File: config.mk
export PLATFORM = sky130hd
export DESIGN_NAME = hit_receiver_flat
export DESIGN_NICKNAME = d
export VERILOG_FILES = /design/src/rtl/hit_receiver_if.sv /design/src/rtl/hit_receiver.sv /design/src/flat_wrapper.sv
export SDC_FILE = /design/constraint.sdc
export NUM_CORES = 1
export LEC_CHECK = 0
export ABC_AREA = 0
export CORE_MARGIN = 3
export CORE_UTILIZATION = 49
export DETAILED_ROUTE_END_ITERATION = 16
export PLACE_DENSITY_LB_ADDON = 0.05
export REMOVE_ABC_BUFFERS = 1
export SLEW_MARGIN = 30
export SYNTH_ARGS = -nofsm -noshare
export SYNTH_HDL_FRONTEND = slang
export SYNTH_SLANG_ARGS = --single-unit
File: constraint.sdc
create_clock -name clk_game -period 3.1 [get_ports clk_game]
set_input_delay 0.465 -clock clk_game [delete_from_list [all_inputs] [get_ports clk_game]]
set_output_delay 0.465 -clock clk_game [all_outputs]
set_load 0.02 [all_outputs]
File: src/rtl/hit_receiver_if.sv
// Defender hit-resolution bus: opponent attack/position and defender block in,
// health, hurt state and strobes out.
interface hit_receiver_if;
  logic [1:0] opp_attack_phase_in;
  logic [9:0] opp_x_pos_in;
  logic [9:0] own_x_pos_in;
  logic       block_cmd_in;
  logic [7:0] health_out;
  logic [1:0] hurt_state_out;
  logic       move_lock_out;
  logic       hit_pulse;
  logic       block_pulse;
  logic       ko_out;
  logic [7:0] hurt_color_out_332;

  modport master (
    output opp_attack_phase_in, opp_x_pos_in, own_x_pos_in, block_cmd_in,
    input  health_out, hurt_state_out, move_lock_out, hit_pulse, block_pulse,
           ko_out, hurt_color_out_332
  );

  modport slave (
    input  opp_attack_phase_in, opp_x_pos_in, own_x_pos_in, block_cmd_in,
    output health_out, hurt_state_out, move_lock_out, hit_pulse, block_pulse,
           ko_out, hurt_color_out_332
  );
endinterface

File: src/rtl/hit_receiver.sv
// Defender-side hit resolver: detects the opponent's active window, resolves
// hit / block / whiff, applies damage and runs the stun timers.
//
// state     | meaning
// ----------+-----------------------------------------------------------
// NORMAL    | free to move, can block
// HITSTUN   | recovering from a clean hit, cannot block, timer running
// BLOCKSTUN | recovering from a blocked hit, can block again, timer running
// KO        | health exhausted, ignores all attacks until reset
module hit_receiver #(
  parameter int P_CHAR_W     = 32,
  parameter int P_REACH      = 24,
  parameter int P_MAX_HEALTH = 100,
  parameter int P_HIT_DMG    = 10,
  parameter int P_CHIP_DMG   = 2,
  parameter int P_HITSTUN    = 20,
  parameter int P_BLOCKSTUN  = 12
) (
  input logic         clk_game,
  input logic         reset_n,
  hit_receiver_if.slave hr
);

  localparam int TMR_W = 8;
  localparam logic [1:0] PH_ACTIVE = 2'b10;

  typedef enum logic [1:0] {
    ST_NORMAL    = 2'b00,
    ST_HITSTUN   = 2'b01,
    ST_BLOCKSTUN = 2'b10,
    ST_KO        = 2'b11
  } state_t;

  state_t           state, state_nxt;
  logic [TMR_W-1:0] timer, timer_nxt;
  logic [7:0]       health, health_nxt;
  logic [1:0]       prev_phase;
  logic             consumed, consumed_nxt;
  logic             hit_q, hit_nxt;
  logic             block_q, block_nxt;

  logic             active_edge;
  logic             in_range;
  logic             contact;
  logic             blocked;
  logic [7:0]       dmg;
  logic [10:0]      opp_x_w, own_x_w;

  // Widened to 11 bits so an attacker near the right screen edge cannot wrap the hitbox.
  assign opp_x_w = {1'b0, hr.opp_x_pos_in};
  assign own_x_w = {1'b0, hr.own_x_pos_in};
  assign in_range = (own_x_w < opp_x_w + 11'(P_CHAR_W + P_REACH)) &&
                    (own_x_w + 11'(P_CHAR_W) > opp_x_w);

  assign active_edge = (hr.opp_attack_phase_in == PH_ACTIVE) &&
                       (prev_phase != PH_ACTIVE) && !consumed;
  assign contact = active_edge && in_range && (state != ST_KO);
  assign blocked = hr.block_cmd_in &&
                   ((state == ST_NORMAL) || (state == ST_BLOCKSTUN));
  assign dmg = blocked ? 8'(P_CHIP_DMG) : 8'(P_HIT_DMG);

  // State register with synchronous active-low reset.
  always_ff @(posedge clk_game) begin
    if (!reset_n) begin
      state      <= ST_NORMAL;
      timer      <= '0;
      health     <= 8'(P_MAX_HEALTH);
      prev_phase <= 2'b00;
      consumed   <= 1'b0;
      hit_q      <= 1'b0;
      block_q    <= 1'b0;
    end else begin
      state      <= state_nxt;
      timer      <= timer_nxt;
      health     <= health_nxt;
      prev_phase <= hr.opp_attack_phase_in;
      consumed   <= consumed_nxt;
      hit_q      <= hit_nxt;
      block_q    <= block_nxt;
    end
  end

  // Next state: contact beats timer expiry, so a hit on the last stun tick reloads.
  always_comb begin
    state_nxt    = state;
    timer_nxt    = timer;
    health_nxt   = health;
    hit_nxt      = 1'b0;
    block_nxt    = 1'b0;
    consumed_nxt = consumed;

    if (hr.opp_attack_phase_in != PH_ACTIVE) begin
      consumed_nxt = 1'b0;
    end else if (active_edge) begin
      consumed_nxt = 1'b1;
    end

    if (contact) begin
      hit_nxt   = !blocked;
      block_nxt = blocked;
      if (dmg >= health) begin
        health_nxt = 8'd0;
        state_nxt  = ST_KO;
        timer_nxt  = '0;
      end else begin
        health_nxt = health - dmg;
        state_nxt  = blocked ? ST_BLOCKSTUN : ST_HITSTUN;
        timer_nxt  = blocked ? TMR_W'(P_BLOCKSTUN - 1) : TMR_W'(P_HITSTUN - 1);
      end
    end else if ((state == ST_HITSTUN) || (state == ST_BLOCKSTUN)) begin
      if (timer == '0) begin
        state_nxt = ST_NORMAL;
      end else begin
        timer_nxt = timer - 1'b1;
      end
    end
  end

  // Outputs decoded from the registered state.
  always_comb begin
    hr.health_out     = health;
    hr.hurt_state_out = state;
    hr.move_lock_out  = (state != ST_NORMAL);
    hr.ko_out         = (state == ST_KO);
    hr.hit_pulse      = hit_q;
    hr.block_pulse    = block_q;
    case (state)
      ST_HITSTUN:   hr.hurt_color_out_332 = 8'b1111_1111;
      ST_BLOCKSTUN: hr.hurt_color_out_332 = 8'b1111_1100;
      ST_KO:        hr.hurt_color_out_332 = 8'b0100_1001;
      default:      hr.hurt_color_out_332 = 8'b0000_0000;
    endcase
  end

endmodule

File: src/flat_wrapper.sv
// flat-port wrapper written by rule: the top's interface ports become plain ports
module hit_receiver_flat 
#(
  parameter int P_CHAR_W     = 32,
  parameter int P_REACH      = 24,
  parameter int P_MAX_HEALTH = 100,
  parameter int P_HIT_DMG    = 10,
  parameter int P_CHIP_DMG   = 2,
  parameter int P_HITSTUN    = 20,
  parameter int P_BLOCKSTUN  = 12
)
  (clk_game, reset_n, hr_opp_attack_phase_in, hr_opp_x_pos_in, hr_own_x_pos_in, hr_block_cmd_in, hr_health_out, hr_hurt_state_out, hr_move_lock_out, hr_hit_pulse, hr_block_pulse, hr_ko_out, hr_hurt_color_out_332);
  hit_receiver_if hr_i ();
  input logic clk_game;
  input logic reset_n;
  input wire logic [$bits(hr_i.opp_attack_phase_in)-1:0] hr_opp_attack_phase_in;
  input wire logic [$bits(hr_i.opp_x_pos_in)-1:0] hr_opp_x_pos_in;
  input wire logic [$bits(hr_i.own_x_pos_in)-1:0] hr_own_x_pos_in;
  input wire logic [$bits(hr_i.block_cmd_in)-1:0] hr_block_cmd_in;
  output wire logic [$bits(hr_i.health_out)-1:0] hr_health_out;
  output wire logic [$bits(hr_i.hurt_state_out)-1:0] hr_hurt_state_out;
  output wire logic [$bits(hr_i.move_lock_out)-1:0] hr_move_lock_out;
  output wire logic [$bits(hr_i.hit_pulse)-1:0] hr_hit_pulse;
  output wire logic [$bits(hr_i.block_pulse)-1:0] hr_block_pulse;
  output wire logic [$bits(hr_i.ko_out)-1:0] hr_ko_out;
  output wire logic [$bits(hr_i.hurt_color_out_332)-1:0] hr_hurt_color_out_332;
  assign hr_i.opp_attack_phase_in = hr_opp_attack_phase_in;
  assign hr_i.opp_x_pos_in = hr_opp_x_pos_in;
  assign hr_i.own_x_pos_in = hr_own_x_pos_in;
  assign hr_i.block_cmd_in = hr_block_cmd_in;
  assign hr_health_out = hr_i.health_out;
  assign hr_hurt_state_out = hr_i.hurt_state_out;
  assign hr_move_lock_out = hr_i.move_lock_out;
  assign hr_hit_pulse = hr_i.hit_pulse;
  assign hr_block_pulse = hr_i.block_pulse;
  assign hr_ko_out = hr_i.ko_out;
  assign hr_hurt_color_out_332 = hr_i.hurt_color_out_332;
  hit_receiver #(.P_CHAR_W(P_CHAR_W), .P_REACH(P_REACH), .P_MAX_HEALTH(P_MAX_HEALTH), .P_HIT_DMG(P_HIT_DMG), .P_CHIP_DMG(P_CHIP_DMG), .P_HITSTUN(P_HITSTUN), .P_BLOCKSTUN(P_BLOCKSTUN)) u_core (.clk_game(clk_game), .reset_n(reset_n), .hr(hr_i));
endmodule
Word level (Yosys, flattened, before mapping):

Cells that the tools add are included.

* flip-flop bits (word level): 23
* bits in latches: 0
* memory bits (writable): 0
* bits in read-only memories: 0
* bits of input ports: 25
* output and inout port bits: 22
* logic and storage cells: 55
* memories kept: 0

* add/subtract/negate cells: 4
* multiply operators: 0
* divide/modulo/power cells: 0
* magnitude comparators: 3
* equal/unequal tests: 8
* shift-type cells: 0
* muxes and demuxes: 13
* bitwise gates (word level): 1
* reduce and logical (&&, ||, !) cells: 19

Operator list (count)
* $mux 8: 5
* $pmux 8 s3: 1
* $add 10x6->11 const B: 2
* $gt 11x10->1: 1
* $lt 10x11->1: 1
* $mux 2: 5
* $ge 8x8->1: 1
* $logic_not 8->1: 1
* $sub 8x1->8 const B: 1
* $sub 8x8->8: 1
* $eq 2x2->1 const B: 3
* $logic_and 1x1->1: 6
* $ne 2x2->1 const B: 3
* $reduce_and 2->1: 3
* $reduce_bool 2->1: 3
* $mux 5: 1
* $mux 4: 1
* $eq 2x1->1 const B: 1
* $logic_not 1->1: 2
* $logic_not 2->1: 1
* $logic_or 1x1->1: 2
* $ne 2x1->1 const B: 1
* $reduce_or 2->1: 1
* $not 1->1: 1

Depth between registers and ports, before layout:

* depth after elaboration: 7
* gate-level depth with buffers: 13
* mapped depth without buffers: 12

Worst setup path before layout:

OpenSTA, ideal clock, no wires.

* path kind: register to register
* start: register u_core.state[0] (netlist: u_core.hr.hurt_state_out[0])
* end: register u_core.health[6] (netlist: u_core.hr.health_out[6])
* arrival time: 2.884 ns
* data required time: 2.980 ns
* path slack: 0.097 ns
* stages on the path, launching flop included: 11
* path buffers: 1
* cell sequence: dfxtp_1 inv_1 ha_1 o21ai_0 inv_1 ha_1 a21boi_0 a2111oi_4 and2b_1 buf_6 a211o_1

* cells in the longest elaborated chain, start to end: 6
* elaborated cells between the ends (all ways): 10
* those cells by class: add/sub: 1; order compare: 1; eq/ne: 2; mux: 2; reduce/logical: 4

Ends and longest elaborated chain
* start, declared: RTL line hit_receiver.sv:34 `state_t state, state_nxt;`
* start signal, assigned: RTL line hit_receiver.sv:73 `state <= state_nxt;`
* $eq 2x2->1 / $logic_not 2->1 (equally long branches): RTL line hit_receiver.sv:59 `((state == ST_NORMAL) || (state == ST_BLOCKSTUN));`
* $logic_or 1x1->1 *: RTL line hit_receiver.sv:59
* $logic_and 1x1->1 *: RTL line hit_receiver.sv:58 `assign blocked = hr.block_cmd_in &&`
* via u_core.blocked: RTL line hit_receiver.sv:45 `logic blocked;`
* $mux 4 *: RTL line hit_receiver.sv:60 `assign dmg = blocked ? 8'(P_CHIP_DMG) : 8'(P_HIT_DMG);`
* $sub 8x8->8 / $ge 8x8->1 (equally long branches): RTL line hit_receiver.sv:106, hit_receiver.sv:101
* $mux 8 *: RTL line hit_receiver.sv:101 `if (dmg >= health) begin`
* end signal, assigned: RTL line hit_receiver.sv:67 `health <= 8'(P_MAX_HEALTH);`
* end signal, assigned: RTL line hit_receiver.sv:75 `health <= health_nxt;`
* end, declared: RTL line hit_receiver.sv:36 `logic [7:0] health, health_nxt;`

Mark *: on every way through the listed nets, which the timed path passes. The rest lies on a longest branch.
A chain may end at the register's enable or synchronous reset.

Worst setup path after layout:

* start: input hr_opp_x_pos_in[3]
* end: register u_core.health[7] (netlist: u_core.hr.health_out[7])

* cells in the longest elaborated chain, start to end: 5
* elaborated cells between the ends (all ways): 6
* those cells by class: add/sub: 1; order compare: 2; reduce/logical: 3

Ends and longest elaborated chain
* start, declared: RTL line flat_wrapper.sv:17 `input wire logic [$bits(hr_i.opp_x_pos_in)-1:0] hr_opp_x_pos_in;`
* $add 10x6->11: RTL line hit_receiver.sv:52 `assign in_range = (own_x_w < opp_x_w + 11'(P_CHAR_W + P_REACH)) &&`
* $lt 10x11->1: RTL line hit_receiver.sv:52
* $logic_and 1x1->1 *: RTL line hit_receiver.sv:52
* $logic_and 1x1->1 * (2 in series): RTL line hit_receiver.sv:57 `assign contact = active_edge && in_range && (state != ST_KO);`

Every way passes the cells marked *; elsewhere a longest branch is shown, timed or not.

==> flow_summary_export.csv <==
group,metric,value,unit
worst_hold_path,min_path_type,"reg -> reg",
pwr,power.density_cell_area,323,nW/µm²
placement,port_buffers,45,
global_route,antenna_found_initial,0,
timing,hold_slack,0.505,ns
placement,gpl_congestion,0.859,
critical_path,critPathMaxFanout,7,
final_layout,final-seq-area,440,µm²
global_route,global_route_wire_length_before_repair,6890,µm
clock_tree,clk_latency,0.26,ns
pwr,vdd.ir_drop.worst,0.000280,V
final_layout,multi_input_comb_area,1240,µm²
synth,syn-mean-instance-area,8.51,µm²
timing,slew_headroom,0.618,
floorplanning,die_w,66.5,µm
timing,final_setup_fails,0,
routing,post_drt_wl_per_cell,12.4,µm
routing,drt-vias-per-instance,5.16,
floorplanning,design.core.area,3440,µm²
pwr,internal_power,547,µW
synth,synth_warnings,0,
timing,timing_max_transition_violations_final,0,
clock_tree,ctsRootBufferMaster,"sky130_fd_sc_hd__clkbuf_8",
critical_path,worstSetupPathType,"in -> reg",
synth,synth.distinct_cells,43,
final_layout,layout.filler_cells,274,
routing,drt_pass1_iterations,4,
pwr,p_sw_frac,0.327,
final_layout,layout.cells.most_common_list,"sky130_fd_sc_hd__clkdlybuf4s50_1, sky130_fd_sc_hd__ha_1, sky130_fd_sc_hd__inv_1",
critical_path,worstPathBufferInverterCount,2,
critical_path,crit_path_top_delay_cell,"sky130_fd_sc_hd__clkdlybuf4s50_1",
clock_tree,cts.sink_count,22,
clock_tree,post_cts.repair.setup_buffers,0,
critical_path,worst_setup_path_start_kind,"primary input",
routing,detailroute.via_count,1652,
clock_tree,ctsLongestPathBuffers,2,
critical_path,cp_data_required_time,3.26,ns
synth,dominantRegCellSynth,"sky130_fd_sc_hd__dfxtp_1",
pwr,switchingPower,266,µW
critical_path,worst_setup_path_end_kind,"flip-flop",
timing,hold_violations,0,
timing,timing_limited_maximum_frequency,341,MHz
clock_tree,postCtsHoldBufs,0,
critical_path,timing.critical_path.max_delay_family,"compound AO/OA/AOI/OAI gates",
synth,synthCells,211,
final_layout,diodes,0,
floorplanning,initial_core_util,0.522,
critical_path,worst_path_largest_cell_delay,0.42,ns
global_route,largest_net_degree_at_the_start_of_global_routing,13,
timing,timing.final.crit_share,0.947,
clock_tree,h-tree-depth,1,
outcome,run_status,"complete, no violations",
routing,drt-total-wl,3970,µm
routing,drtIter0Drc,81,
timing,grt_setup_unrepaired,"false",
final_layout,layout.cells.most_common,"sky130_fd_sc_hd__clkdlybuf4s50_1",
critical_path,critPathArrivalTime,3.10,ns
synth,synth_async_sr_flop_share,0,
floorplanning,fp-row-count,21,
timing,fin_worst_skew,0.00223,ns
pwr,power.static_leakage,1.08,nW
synth,register_bit_total_from_synthesis,22,
floorplanning,die-area,4430,µm²
pwr,clockPowerShare,0.217,
pwr,power.combinational.fraction,0.400,
clock_tree,clkTransAtPathRegs,0.07,ns
clock_tree,cts-buffers-inserted,3,
final_layout,area_delta_synth_final,39.9,%
clock_tree,cts_tree,"built",
placement,post-dp-hpwl,3210,µm
routing,ant_nets,0,
floorplanning,io-pin-count,47,
critical_path,timing.critical_path.cells,"clkdlybuf4s50_1, buf_4, nor3_2, xnor2_1, ha_1, a2111oi_4, o21ai_1, o21a_1, a211oi_4, o21ai_0, a32o_1",
routing,detail_route.drc_violations,0,
global_route,grtUsageTotal,0.199,
synth,synth_seq_area_share,0.245,
synth,synth.cell_area,1800,µm²
final_layout,nNetsFinal,329,
global_route,first_global_vias,1584,
timing,worst_slew_pin_slew,0.567,ns
synth,synth.largest_area_cell,"sky130_fd_sc_hd__dfxtp_1",
synth,post_synth_main_area_contributors,"sky130_fd_sc_hd__dfxtp_1, sky130_fd_sc_hd__ha_1, sky130_fd_sc_hd__inv_1",
pwr,seq_power_share,0.383,
final_layout,post_route_cells_drive_above_1_share,0.139,
timing,fin_crit,2.94,ns
global_route,grt-ovfl-total,0,
synth,synth_edf_count,0,
job,cap_viol_max_count,0,
final_layout,postLayoutCoreUtil,0.730,
floorplanning,die_h,66.5,µm
synth,synth_largest_type_area_fraction,0.245,
-- cell families (layout without fill, tap and decap cells) --
logic type	count (synthesis)	in the layout	share of synthesized area
xor+xnor	16	16	0.0781
fa+ha+maj	28	28	0.195
other cells	1	1	0.00209
compound gates	45	45	0.201
flops	22	22	0.245
mux	2	2	0.0112
simple gates	64	64	0.180
buf+inv	33	96	0.0878
-- worst paths after layout --
| path | from | endpoint | slack [ns] | depth (start not counted) |
|---|---|---|---|---|
| worst max-delay path | hr_opp_x_pos_in[3] | u_core.hr.health_out[7] | 0.16 | 11 |
| worst min-delay path | u_core.consumed | u_core.consumed | 0.50 | 2 |
| worst max register to register | u_core.hr.hurt_state_out[1] | u_core.hr.health_out[6] | 0.28 | 11 |
| worst min register to register | u_core.consumed | u_core.consumed | 0.50 | 2 |
-- final cells by class --
type	instances	area share
Clock buffer	3	0.0164
Inverter	24	0.0359
Multi-Input combinational cell	156	0.495
Sequential cell	22	0.175
Tap cell	46	0.0229
Timing Repair Buffer	69	0.254
-- worst min-delay path: stages (launching register included) --
cell                      delay, ns
sky130_fd_sc_hd__dfxtp_1       0.32
sky130_fd_sc_hd__nor2_1        0.10
sky130_fd_sc_hd__nor3b_1       0.05
-- layer usage --
metal / track usage / vias up / wire length (µm)
li1: - / 864 / -
met1: 0.269 / 735 / 1970
met2: 0.315 / 47 / 1740
met3: 0.0472 / 6 / 193
met4: 0.0533 / 0 / 55
met5: 0 / - / 0
-- power by group through the flow --
stage / clock network [mW] / registers (mW) / logic (mW)
global placement: 0 / 0.317 / 0.307
finish: 0.176 / 0.311 / 0.325
detailed placement: 0 / 0.317 / 0.311
global route: 0.192 / 0.313 / 0.366
CTS: 0.184 / 0.311 / 0.314
floorplan: 0 / 0.322 / 0.174
-- sequential cells by signal, summed over array words and instances (netlist names) --
signal	count
u_core.hr.health_out	7
u_core.prev_phase	2
u_core.hr.hit_pulse	1
u_core.consumed	1
u_core.hr.hurt_state_out	2
u_core.hr.block_pulse	1
u_core.timer	8
-- timing repair --
item,in CTS,in global routing
gates resized for setup,2,12
pin swaps,0,2
endpoints found under the setup margin,7,19
-- cell usage after synthesis (all sizes together) (3+ instances only) --
master	instances
xnor2	8
nand2	10
dfxtp	22
a211o	3
a211oi	3
nand2b	4
a31o	3
inv	24
a2111oi	3
xor2	8
nor3	8
buf	7
o21a	3
a21oi	12
o21ai	7
ha	28
nand4	3
nor2	20
nand3	6
-- per-stage QoR --
stage / std cells / area [µm²] / power, mW / worst slack (ns) / setup TNS (ns)
after detailed placement: 317 / 2420 / 0.628 / -0.306 / -4.64
after global placement: 317 / 2420 / 0.624 / -0.180 / -2.45
after CTS: 320 / 2460 / 0.809 / 0.0117 / 0
final: 320 / 2510 / 0.812 / 0.163 / 0
after global routing: 320 / 2510 / 0.871 / 0.00390 / 0
after floorplan: 202 / 1730 / 0.496 / 0.124 / 0
Note: power is estimated with default switching activity, not from simulation.
